File: src/rtl/alu_pkg.sv
// Shared opcodes, ALU control words and state encoding for the sequential ALU driver.
// Control word bit order from MSB: ex, nx, ey, ny, f, no.
package alu_pkg;

    localparam logic [3:0] OP_ZERO = 4'd0;
    localparam logic [3:0] OP_X    = 4'd1;
    localparam logic [3:0] OP_Y    = 4'd2;
    localparam logic [3:0] OP_NOTX = 4'd3;
    localparam logic [3:0] OP_ADD  = 4'd4;
    localparam logic [3:0] OP_SUB  = 4'd5;
    localparam logic [3:0] OP_AND  = 4'd6;
    localparam logic [3:0] OP_OR   = 4'd7;
    localparam logic [3:0] OP_INCX = 4'd8;
    localparam logic [3:0] OP_DECX = 4'd9;
    localparam logic [3:0] OP_NEGX = 4'd10;
    localparam logic [3:0] OP_ONE  = 4'd11;
    localparam logic [3:0] OP_SHL  = 4'd12;

    localparam logic [5:0] CW_ZERO = 6'b000000;
    localparam logic [5:0] CW_X    = 6'b100100;
    localparam logic [5:0] CW_Y    = 6'b011000;
    localparam logic [5:0] CW_NOTX = 6'b100101;
    localparam logic [5:0] CW_ADD  = 6'b101010;
    localparam logic [5:0] CW_SUB  = 6'b111011;
    localparam logic [5:0] CW_AND  = 6'b101000;
    localparam logic [5:0] CW_OR   = 6'b111101;
    localparam logic [5:0] CW_INCX = 6'b110111;
    localparam logic [5:0] CW_DECX = 6'b100110;
    localparam logic [5:0] CW_NEGX = 6'b100111;
    localparam logic [5:0] CW_ONE  = 6'b010111;
    localparam logic [5:0] CW_SHL  = 6'b101010;

    typedef enum logic [1:0] {
        S_IDLE = 2'd0,
        S_EXEC = 2'd1,
        S_RESP = 2'd2
    } state_t;

endpackage

File: src/rtl/alu_seq_decode.sv
// Combinational opcode to ALU control word table.
// Reserved opcodes fall through to the ZERO control word.
module alu_seq_decode
    import alu_pkg::*;
(
    input  logic [3:0] op,
    output logic [5:0] ctrl
);

    always_comb begin
        ctrl = CW_ZERO;
        case (op)
            OP_ZERO: ctrl = CW_ZERO;
            OP_X:    ctrl = CW_X;
            OP_Y:    ctrl = CW_Y;
            OP_NOTX: ctrl = CW_NOTX;
            OP_ADD:  ctrl = CW_ADD;
            OP_SUB:  ctrl = CW_SUB;
            OP_AND:  ctrl = CW_AND;
            OP_OR:   ctrl = CW_OR;
            OP_INCX: ctrl = CW_INCX;
            OP_DECX: ctrl = CW_DECX;
            OP_NEGX: ctrl = CW_NEGX;
            OP_ONE:  ctrl = CW_ONE;
            OP_SHL:  ctrl = CW_SHL;
            default: ctrl = CW_ZERO;
        endcase
    end

endmodule

File: src/rtl/alu_seq.sv
// Sequencer driving an external combinational ALU: one pass per EXEC cycle,
// SHL iterates acc+acc cnt times; result and optional flags captured on the final pass.
module alu_seq
    import alu_pkg::*;
(
    input  logic        clk,
    input  logic        rst,
    input  logic        req_valid,
    output logic        req_ready,
    input  logic [3:0]  req_op,
    input  logic [15:0] req_x,
    input  logic [15:0] req_y,
    input  logic [3:0]  req_cnt,
    input  logic        req_setflags,
    output logic [15:0] alu_x,
    output logic [15:0] alu_y,
    output logic [5:0]  alu_c,
    output logic        alu_en_bar,
    input  logic [15:0] alu_val,
    input  logic        alu_z,
    input  logic        alu_lt,
    output logic        rsp_valid,
    input  logic        rsp_ready,
    output logic [15:0] rsp_data,
    output logic        flag_z,
    output logic        flag_lt
);

    state_t      state, state_nxt;
    logic [3:0]  op_q;
    logic [3:0]  cnt_q;
    logic [15:0] x_q;
    logic [15:0] y_q;
    logic        setflags_q;
    logic [15:0] acc;
    logic [3:0]  passes;
    logic [5:0]  dec_c;
    logic        is_shl;
    logic        shl_zero;
    logic        final_pass;
    logic        accept;

    alu_seq_decode u_decode (
        .op   (op_q),
        .ctrl (dec_c)
    );

    assign is_shl     = (op_q == OP_SHL);
    assign shl_zero   = is_shl && (cnt_q == 4'd0);
    assign final_pass = (state == S_EXEC) && (passes == 4'd1);
    assign accept     = (state == S_IDLE) && req_valid && !rst;

    always_comb begin
        state_nxt  = state;
        req_ready  = 1'b0;
        rsp_valid  = 1'b0;
        alu_c      = CW_ZERO;
        alu_x      = 16'd0;
        alu_y      = 16'd0;
        alu_en_bar = 1'b1;
        case (state)
            S_IDLE: begin
                req_ready = 1'b1;
                if (accept)
                    state_nxt = S_EXEC;
            end
            S_EXEC: begin
                // SHL with a zero count degenerates to a single pass-through of X
                alu_c      = shl_zero ? CW_X : dec_c;
                alu_x      = is_shl ? acc : x_q;
                alu_y      = is_shl ? acc : y_q;
                alu_en_bar = !final_pass;
                if (final_pass)
                    state_nxt = S_RESP;
            end
            S_RESP: begin
                rsp_valid = 1'b1;
                if (rsp_ready)
                    state_nxt = S_IDLE;
            end
            default: state_nxt = S_IDLE;
        endcase
    end

    always_ff @(posedge clk) begin
        if (rst) begin
            state      <= S_IDLE;
            op_q       <= 4'd0;
            cnt_q      <= 4'd0;
            x_q        <= 16'd0;
            y_q        <= 16'd0;
            setflags_q <= 1'b0;
            acc        <= 16'd0;
            passes     <= 4'd0;
            rsp_data   <= 16'd0;
            flag_z     <= 1'b0;
            flag_lt    <= 1'b0;
        end else begin
            state <= state_nxt;
            if (accept) begin
                op_q       <= req_op;
                cnt_q      <= req_cnt;
                x_q        <= req_x;
                y_q        <= req_y;
                setflags_q <= req_setflags;
                acc        <= req_x;
                passes     <= (req_op == OP_SHL && req_cnt != 4'd0) ? req_cnt : 4'd1;
            end
            if (state == S_EXEC) begin
                acc    <= alu_val;
                passes <= passes - 4'd1;
                if (final_pass) begin
                    rsp_data <= alu_val;
                    if (setflags_q) begin
                        flag_z  <= alu_z;
                        flag_lt <= alu_lt;
                    end
                end
            end
        end
    end

endmodule

File: config.mk
export PLATFORM = sky130hd
export DESIGN_NAME = alu_seq
export DESIGN_NICKNAME = d
export VERILOG_FILES = /design/src/rtl/alu_pkg.sv /design/src/rtl/alu_seq_decode.sv /design/src/rtl/alu_seq.sv
export SDC_FILE = /design/constraint.sdc
export NUM_CORES = 1
export LEC_CHECK = 0
export ABC_CLOCK_PERIOD_IN_PS = 4200
export CAP_MARGIN = 20
export CELL_PAD_IN_SITES_DETAIL_PLACEMENT = 2
export CELL_PAD_IN_SITES_GLOBAL_PLACEMENT = 2
export CORE_MARGIN = 2
export CORE_UTILIZATION = 27
export CTS_CLUSTER_DIAMETER = 150
export DETAILED_ROUTE_END_ITERATION = 6
export HOLD_SLACK_MARGIN = 0.1
export PLACE_DENSITY = 0.94
export SLEW_MARGIN = 40
export SYNTH_ARGS = -nofsm -noshare
export SYNTH_HDL_FRONTEND = slang
export SYNTH_HIERARCHICAL = 1
export SYNTH_SLANG_ARGS = --single-unit
File: constraint.sdc
create_clock -name clk -period 4.2 [get_ports clk]
set_clock_uncertainty 0.15 [all_clocks]
set_input_delay 0.63 -clock clk [delete_from_list [all_inputs] [get_ports clk]]
set_output_delay 0.63 -clock clk [all_outputs]
set_load 0.005 [all_outputs]
==> impl_results.md <==
- CTS Hold Buffers Added: 0
- Initial Utilization: 27.64%
- Setup crit start kind: register
- Sequential cell area: 1622 µm²
- Clock root buffer master: clkbuf_16
- Die width: 117.7 µm
- Final Hold Fails: 0
- Num CTS Buffers: 9
- Buffers and inverters on the worst path: 1
- Final Critical Period: 3.421 ns
- Crit-path most repeated cell: nor2_1
- Clock-pin slew on the worst setup and hold paths: 0.06 ns
- Fillers: 1,457
- Netlist Area Pre-Place: 3488 µm²
- Most frequent cells in the layout: 120 x clkdlybuf4s50_1, 103 x nand2_1, 81 x dfxtp_1
- Final setup TNS: 0 ns
- Endpoint type of the worst setup path: output pin
- Pre-antenna DRT Iters: 4
- EDFF count, synth: 0
- RD Place Congestion: 0.7575
- Peak supply drop: 0.0001860 V
- Rows: 41
- Layout cells sized above 1: 5.916%
- Crit path cell chain: nand4bb_4 > nor2_1 > nor2_1 > and2_1 > clkdlybuf4s50_1
- Area of the multi-input gates: 1748 µm²
- Clock Tree Buf Depth: 2
- LEAKAGE: 1.826 nW
- Cts repair resizes: 0
- Detailed Route WL: 13.37 mm
- # clock sinks: 81
- Worst skew pair latency: 0.34 ns
- Die area: 13,850 µm²
- Fmax: 292.3 MHz
- Crit path max-delay family: simple AND/OR/NAND/NOR gates
- Non-filler cells, final: 697
- Placed cell count: 680
- Port Buf Inserts: 121
- Ports: 122
- Slowest cell on crit path: dfxtp_1
- Async set or reset register ratio after synthesis: 0%
- Hold slack: 0.2927 ns
- Residual DRC: 0
- WS Path Type: register to output pin
- Tot GR Track Use: 19.40%
- Worst-Margin Slew: 0.7033 ns
- Global-route wire length before repair: 21.21 mm
- Slew headroom: 53.12%
- Worst EP arrival: 2.64 ns
- H-tree Lvls: 3
- CTS tree: built
- Seq cells post-synth: 81
- HP Class: register to register
- Post-synth cell types: 39
- Fin crit share: 81.46%
- Max Cap Violations: 0
- RSZ-0062 raised after global routing: false
- Final slew viol count: 0
- Initial antenna violation count: 1
- Commonest non-fill, non-tap cell in the layout: clkdlybuf4s50_1
- Wirelength per Cell: 19.19 µm
- Power Total: 2.078 mW
- Post-DP HPWL: 9.166 mm
- Mapped Cells: 416
- DRT antenna net count: 0
- Crit Path Max Fanout: 33
- Syn Nets: 486
- Max incr delay on CP: 0.67 ns
- Vias in the first global route: 3,880
- Post-CTS Setup Bufs: 0
- Power per cell area: 401.0 nW/µm²
- Largest net degree at the start of global routing: 62
- Share of the yosys chip area belonging to registers: 46.48%
- Dominant synthesized flop cell: dfxtp_1
- DR iter-0 viols: 141
- Setup violators final: 0
- Syn_area_per_cell: 8.385 µm²
- Worst Path Required: 3.42 ns
- Status: complete, no violations
- Via/cell ratio: 5.022
- GR Overflow Total: 0
- Chip height: 117.7 µm
- Layout area overhead: 48.60%
- Vias: 3,500
- Core ar.: 12,620 µm²
- Ys Warns: 6
- Post-layout net count: 589
==> cell families after synthesis <==
logic type | after synthesis | share of synthesized area [%]
compound gates | 141 | 26.47
fa+ha+maj | 7 | 2.511
buf+inv | 40 | 5.057
flops | 81 | 46.49
mux | 3 | 1.004
simple gates | 144 | 18.47
==> flip-flops by register name, summed over array words and instances (netlist names) <==
register and cells:
cnt_q 4, x_q 16, y_q 16, acc 16, setflags_q 1, passes 4, rsp_data 16, flag_lt 1
state 2, flag_z 1, op_q 4
==> per-layer routing <==
| metal | part of all wire (%) | track usage (%) | vias to the layer above |
|---|---|---|---|
| met1 | 44 | 23.62 | 1738 |
| met4 | 2.3 | 7.831 | 0 |
| met3 | 3.5 | 3.731 | 16 |
| met2 | 50 | 33.54 | 80 |
| met5 | 0 | 0 | - |
| li1 | - | - | 1666 |
==> where the power goes <==
group          internal, mW  switching, mW  leakage (nW)  total, mW
Sequential            0.825         0.0450         0.663      0.870
Clock                 0.543          0.317         0.162      0.860
Combinational         0.175          0.174          1.00      0.348
==> Yosys cell counts, types with 3 or more instances <==
| cell | number | area, µm² |
|---|---|---|
| nor4bb_1 | 3 | 30.03 |
| clkbuf_1 | 21 | 78.83 |
| and2_1 | 5 | 31.28 |
| inv_1 | 5 | 18.77 |
| ha_1 | 7 | 87.58 |
| nor3_1 | 3 | 15.01 |
| buf_2 | 6 | 30.03 |
| a21oi_1 | 73 | 365.4 |
| a22oi_1 | 16 | 120.1 |
| nand2b_1 | 4 | 25.02 |
| dfxtp_1 | 81 | 1622 |
| o22ai_1 | 3 | 18.77 |
| a22o_1 | 40 | 350.3 |
| nor2_1 | 12 | 45.04 |
| nand2_1 | 103 | 386.6 |
| buf_1 | 3 | 11.26 |
| nand3_1 | 3 | 15.01 |
| buf_4 | 3 | 22.52 |
==> worst reg2reg max path, delay by kind of cell, from the launching register on <==
kind | cells | cell delay, ns
buf+inv | 1 | 0.61
compound gates | 2 | 0.66
simple gates | 1 | 0.38
flops | 1 | 0.42
==> cell type report <==
type | instances | area share [%]
antenna | 1 | 0.04827
sequential | 81 | 31.28
inverter | 6 | 0.4345
timing repair buffer | 126 | 24.04
tap | 172 | 4.152
clock inverter | 1 | 0.5793
clock buffer | 15 | 5.745
multi-input combinational | 295 | 33.72
==> per-stage QoR <==
step,cell area (µm²),util [%],setup slack [ns]
2_1_floorplan,3488,-,2.027
3_3_place_gp,4830,38.27,0.7660
3_5_place_dp,4848,38.42,1.055
4_1_cts,5176,41.02,0.6660
5_1_grt,5184,41.08,0.5749
6_report,5184,41.08,0.7789
==> path summary, 6_finish.rpt <==
path / startpoint / endpoint / slack (ns) / cells past startpoint
worst max register to register: state[0] / passes[0] / 1.86 / 4
worst min register to register: cnt_q[3] / cnt_q[3] / 0.29 / 2
worst max-delay path: op_q[2] / alu_c[0] / 0.78 / 5
worst min-delay path: cnt_q[3] / cnt_q[3] / 0.29 / 2
(Power assumes the default switching activity.)
